<file path="config.mk">
export PLATFORM = sky130hd
export DESIGN_NAME = calc_share_arbiter
export DESIGN_NICKNAME = d
export VERILOG_FILES = /design/src/rtl/calc_pkg.sv /design/src/rtl/calc_alu.sv /design/src/rtl/calc_share_arbiter.sv
export SDC_FILE = /design/constraint.sdc
export NUM_CORES = 1
export LEC_CHECK = 0
export ABC_CLOCK_PERIOD_IN_PS = 2400
export BUFFER_PORTS_ARGS = -buffer_cell sky130_fd_sc_hd__buf_2
export CAP_MARGIN = 20
export CORE_UTILIZATION = 35
export CTS_CLUSTER_SIZE = 25
export DETAILED_ROUTE_END_ITERATION = 8
export HOLD_SLACK_MARGIN = 0.05
export PLACE_DENSITY = 0.59
export SLEW_MARGIN = 30
export SYNTH_ARGS = -nofsm -noshare
export SYNTH_HDL_FRONTEND = slang
export SYNTH_SLANG_ARGS = --single-unit
</file>
<file path="constraint.sdc">
create_clock -name clock -period 2.4 [get_ports clock]
set_clock_uncertainty 0.2 [all_clocks]
set_input_delay 0.48 -clock clock [delete_from_list [all_inputs] [get_ports clock]]
set_output_delay 0.48 -clock clock [all_outputs]
set_load 0.02 [all_outputs]
</file>
<file path="src/rtl/calc_pkg.sv">
// Shared types for the shared-accumulator calculator: ALU opcodes and arbiter states.
package calc_pkg;

    typedef enum logic [1:0] {
        OP_ADD  = 2'b00,
        OP_RSUB = 2'b01,
        OP_OR   = 2'b10,
        OP_EQ   = 2'b11
    } op_e;

    typedef enum logic [1:0] {
        IDLE = 2'b00,
        EXEC = 2'b01,
        ACK  = 2'b10
    } arb_state_e;

endpackage

</file>
<file path="src/rtl/calc_alu.sv">
// Combinational accumulator ALU: computes the next accumulator value from op, operand and current value.
module calc_alu
    import calc_pkg::*;
#(
    parameter int unsigned WIDTH = 8
) (
    input  op_e              op,
    input  logic [WIDTH-1:0] num,
    input  logic [WIDTH-1:0] acc,
    output logic [WIDTH-1:0] next_acc
);

    always_comb begin
        next_acc = '0;
        unique case (op)
            OP_ADD:  next_acc = num + acc;
            OP_RSUB: next_acc = num - acc;
            OP_OR:   next_acc = num | acc;
            OP_EQ:   next_acc = (num == acc) ? {{(WIDTH-1){1'b0}}, 1'b1} : '0;
            default: next_acc = '0;
        endcase
    end

endmodule

</file>
<file path="src/rtl/calc_share_arbiter.sv">
// Round-robin arbiter sharing one accumulator ALU between requesters A and B
// over level req/ack handshakes.
module calc_share_arbiter
    import calc_pkg::*;
#(
    parameter int unsigned WIDTH = 8
) (
    input  logic             clock,
    input  logic             Reset_n,
    input  logic             ReqA,
    input  logic [1:0]       OpA,
    input  logic [WIDTH-1:0] NumA,
    output logic             AckA,
    input  logic             ReqB,
    input  logic [1:0]       OpB,
    input  logic [WIDTH-1:0] NumB,
    output logic             AckB,
    input  logic             Clear,
    output logic [WIDTH-1:0] Result,
    output logic             Busy,
    output logic             Owner
);

    arb_state_e       state_q, state_d;
    logic [WIDTH-1:0] acc_q, acc_d;
    op_e              op_q, op_d;
    logic [WIDTH-1:0] num_q, num_d;
    logic             owner_q, owner_d;
    logic             ptr_q, ptr_d;
    logic             ack_a_q, ack_a_d;
    logic             ack_b_q, ack_b_d;
    logic             busy_q, busy_d;
    logic             grant_b;
    logic             owner_req;
    logic [WIDTH-1:0] alu_next;

    calc_alu #(.WIDTH(WIDTH)) u_alu (
        .op       (op_q),
        .num      (num_q),
        .acc      (acc_q),
        .next_acc (alu_next)
    );

    always_comb begin
        state_d   = state_q;
        acc_d     = acc_q;
        op_d      = op_q;
        num_d     = num_q;
        owner_d   = owner_q;
        ptr_d     = ptr_q;
        ack_a_d   = 1'b0;
        ack_b_d   = 1'b0;
        busy_d    = 1'b1;
        grant_b   = ReqB && (!ReqA || ptr_q);
        owner_req = owner_q ? ReqB : ReqA;

        // Ack/Busy are registered, so they are computed for the state being entered.
        unique case (state_q)
            IDLE: begin
                busy_d = 1'b0;
                if (Clear) begin
                    acc_d = '0;
                end else if (ReqA || ReqB) begin
                    owner_d = grant_b;
                    op_d    = grant_b ? op_e'(OpB) : op_e'(OpA);
                    num_d   = grant_b ? NumB : NumA;
                    state_d = EXEC;
                    busy_d  = 1'b1;
                end
            end
            EXEC: begin
                acc_d   = alu_next;
                state_d = ACK;
                ack_a_d = !owner_q;
                ack_b_d = owner_q;
            end
            ACK: begin
                if (!owner_req) begin
                    state_d = IDLE;
                    ptr_d   = !owner_q;
                    busy_d  = 1'b0;
                end else begin
                    ack_a_d = !owner_q;
                    ack_b_d = owner_q;
                end
            end
            default: begin
                state_d = IDLE;
                busy_d  = 1'b0;
            end
        endcase
    end

    always_ff @(posedge clock or negedge Reset_n) begin
        if (!Reset_n) begin
            state_q <= IDLE;
            acc_q   <= '0;
            op_q    <= OP_ADD;
            num_q   <= '0;
            owner_q <= 1'b0;
            ptr_q   <= 1'b0;
            ack_a_q <= 1'b0;
            ack_b_q <= 1'b0;
            busy_q  <= 1'b0;
        end else begin
            state_q <= state_d;
            acc_q   <= acc_d;
            op_q    <= op_d;
            num_q   <= num_d;
            owner_q <= owner_d;
            ptr_q   <= ptr_d;
            ack_a_q <= ack_a_d;
            ack_b_q <= ack_b_d;
            busy_q  <= busy_d;
        end
    end

    assign AckA   = ack_a_q;
    assign AckB   = ack_b_q;
    assign Busy   = busy_q;
    assign Owner  = owner_q;
    assign Result = acc_q;

endmodule

</file>
==> flow_metrics.env <==
export IMPL_ff_latch_area_um2=627
export IMPL_period_minus_slack_ns=2.32
export IMPL_antenna_found_initial=0
export IMPL_max_stage_delay_ns=0.42
export IMPL_cts_sink_count=25
export IMPL_grt_pass1_vias=1800
export IMPL_nets=353
export IMPL_syn_inst=242
export IMPL_synth_cell_types=46
export IMPL_synth_nets=295
export IMPL_yosysSeqAreaShare_pct=30.1
export IMPL_fin_tns_setup_ns=0
export IMPL_dr_pass1_iters=4
export IMPL_dp_hpwl_um=4150
export IMPL_place_area_um2=2480
export IMPL_clockBufferDepth=2
export IMPL_cts_htree_levels=1
export IMPL_critPathTopFamily="compound AO/OA/AOI/OAI gates"
export IMPL_combPwrFrac_pct=70.9
export IMPL_postRouteAntennaNets=0
export IMPL_n_antenna_cell=0
export IMPL_swShare_pct=47.7
export IMPL_n_fill_cell=559
export IMPL_yosysMostFrequentCell="nor2_1"
export IMPL_clk_pin_slew_worst_paths_ns=0.09
export IMPL_peakVddDrop_mv=0.574
export IMPL_endpoint_kind="flop"
export IMPL_cts_tree="built"
export IMPL_maxSlewViolCount=0
export IMPL_power_w=0.00346
export IMPL_initial_core_util_pct=37.0
export IMPL_ys_flop_type="dfrtp_1"
export IMPL_synthArstFlopShare_pct=100
export IMPL_drt_initial_drc_count=100
export IMPL_drc=0
export IMPL_drt_vias_per_instance=5.23
export IMPL_cp_max_fo=4
export IMPL_fin_crit_sh_pct=96.7
export IMPL_finalHoldViolCount=0
export IMPL_max_freq_mhz=431
export IMPL_dieArea_um2=6250
export IMPL_worst_ep_arrival_time_ns=2.34
export IMPL_hp_class="input pin to flop"
export IMPL_syn_avg_cell_area_um2=8.58
export IMPL_syn_to_final_growth_pct=26.1
export IMPL_num_rows=27
export IMPL_core_area_um2=5610
export IMPL_die_h_um=79.0
export IMPL_synth_top_area_share_pct=30.1
export IMPL_synth_edff_count=0
export IMPL_pwr_share_seq_pct=21.5
export IMPL_cts_root_buf="clkbuf_8"
export IMPL_ys_ff_latch=25
export IMPL_yosys_warnings=0
export IMPL_status="finished clean"
export IMPL_fin_area_um2=2620
export IMPL_io_pin_count=37
export IMPL_path_buf_inv=2
export IMPL_worstSkewPairLatency_ns=0.27
export IMPL_drv_cap=0
export IMPL_setup_violations_final=0
export IMPL_p_per_area_nw_per_um2=1320
export IMPL_slowest_stage="dfrtp_1"
export IMPL_io_buffers=36
export IMPL_syn_area_um2=2080
export IMPL_power_share_clock_pct=7.6
export IMPL_worstMarginPinSlew_ns=0.595
export IMPL_grt_overflow=0
export IMPL_wire_per_inst_um=14.3
export IMPL_yosys_area_top_type="dfrtp_1"
export IMPL_drive_above_1_share_pct=27.8
export IMPL_utilization_pct=46.7
export IMPL_die_w_um=79.0
export IMPL_path_cells="inv_2 > ha_1 > a21o_1 > nand4_1 > buf_4 > and4b_1 > a311oi_2 > a32o_2"
export IMPL_leakage_nw=1.29
export IMPL_synthTopCellsByCount="nor2_1 (30), inv_1 (27), ha_1 (26)"
export IMPL_drt_wl_total_um=5300
export IMPL_power_switching_w=0.00165
export IMPL_cts_inserted_buffers=3
export IMPL_multi_input_area_um2=1360
export IMPL_startpoint_type="flop"
export IMPL_intPower_w=0.00181
export IMPL_slew_headroom_pct=60.3
export IMPL_critPathRequiredTime_ns=2.42
export IMPL_grt_start_max_net_pins=26
export IMPL_gp_congestion=0.871
export IMPL_path_class="flop to flop"
export IMPL_ys_top_cells_by_area="dfrtp_1 (30%), ha_1 (16%), a21oi_1 (6.0%)"
export IMPL_groute_usage_overall_pct=17.5
export IMPL_vias=1939
export IMPL_grt_pass1_wl_um=8580
cells in the final DEF, fill, tap and decap left out, types with 2 or more instances in the layout:
| master | netlist | routed |
|---|---|---|
| a21oi_2 | 0 | 2 |
| o21ai_0 | 14 | 13 |
| o21a_1 | 4 | 4 |
| nand3b_1 | 2 | 2 |
| a21oi_1 | 25 | 23 |
| a211oi_1 | 4 | 3 |
| xnor2_1 | 4 | 4 |
| nand4_1 | 2 | 2 |
| nand2b_1 | 2 | 2 |
| o211ai_1 | 2 | 2 |
| nor4_1 | 2 | 2 |
| nor3_1 | 7 | 7 |
| a221oi_1 | 2 | 2 |
| buf_2 | 2 | 36 |
| dfrtp_1 | 25 | 24 |
| o21bai_1 | 3 | 2 |
| ha_4 | 0 | 2 |
| inv_1 | 27 | 26 |
| fa_2 | 0 | 2 |
| ha_1 | 26 | 23 |
| buf_4 | 0 | 27 |
| o31ai_1 | 3 | 3 |
| nor2_1 | 30 | 30 |
| mux2i_1 | 12 | 12 |
| a21o_1 | 2 | 2 |
| nand2_1 | 8 | 8 |
| clkbuf_8 | 0 | 3 |
worst paths after layout:
check                            end      from  cells past startpoint  slack, ns
max in group asynchronous  Result[3]   Reset_n                      2       1.04
min in group asynchronous   num_q[3]   Reset_n                      2       0.54
setup / recovery           Result[5]  num_q[1]                      8       0.08
setup reg to reg           Result[5]  num_q[1]                      8       0.08
hold / removal              num_q[2]   NumB[2]                      3       0.29
hold reg to reg             num_q[7]  num_q[7]                      2       0.34
cell type report:
cell class,instances,share of cell area (%)
multi-input cells,179,52.0
flip-flops and latches,25,23.9
repair buffers,64,15.0
inverters,27,3.87
well taps,72,3.44
clock buffers,4,1.72
kinds of logic (layout without fill, tap and decap cells):
family | Yosys count | count (layout) | synth area share [%]
flip-flops | 25 | 25 | 30.1
multiplexers | 12 | 12 | 5.78
adder cells (fa/ha/maj) | 28 | 28 | 17.6
AND/OR/NAND/NOR | 62 | 62 | 14.6
XOR/XNOR | 4 | 4 | 1.69
AO/OA/AOI/OAI | 73 | 73 | 22.8
buffers and inverters | 38 | 95 | 7.35
sequential cells by signal, summed over array words and instances, names as in the netlist:
signal	cells
Result	8
num_q	8
op_q	2
state_q	2
AckA	1
AckB	1
Busy	1
Owner	1
ptr_q	1
worst min-delay path: cells and delay by family:
family          cells  cell delay [ns]
buf+inv             1             0.07
compound gates      1             0.12
mux                 1             0.05
timing repair:
| item | in CTS | in global routing |
|---|---|---|
| hold buffers | 1 | 0 |
| setup endpoints to repair | 2 | 4 |
| endpoints found under the hold margin | 25 | 0 |
| pin swaps | 0 | 7 |
| buffers inserted | 0 | 3 |
| resized for setup | 3 | 13 |
per-layer routing:
metal	vias to the layer above	track usage (%)	wire [µm]
met5	-	0	0
met2	41	28.8	2560
met4	0	4.36	48
li1	967	-	-
met1	927	24.2	2510
met3	4	2.18	173
metrics by stage:
stage	hold WS, ns	setup slack, ns	cells
after CTS	0.295	0.0127	368
final	0.294	0.0797	371
after floorplan	-0.0156	0.0145	242
after global placement	0.325	0.0386	363
after global routing	0.315	-0.0229	371
after detailed placement	0.324	0.00705	363
power by group through the flow:
stage	Combinational [W]	Sequential, W	Clock, W
after global routing	0.00271	0.000765	0.000284
after detailed placement	0.00226	0.000747	0
after CTS	0.00231	0.000739	0.000269
final	0.00245	0.000742	0.000263
after global placement	0.00225	0.000742	0
after floorplan	0.00148	0.000808	0
Power figures use the tool's default switching activity.
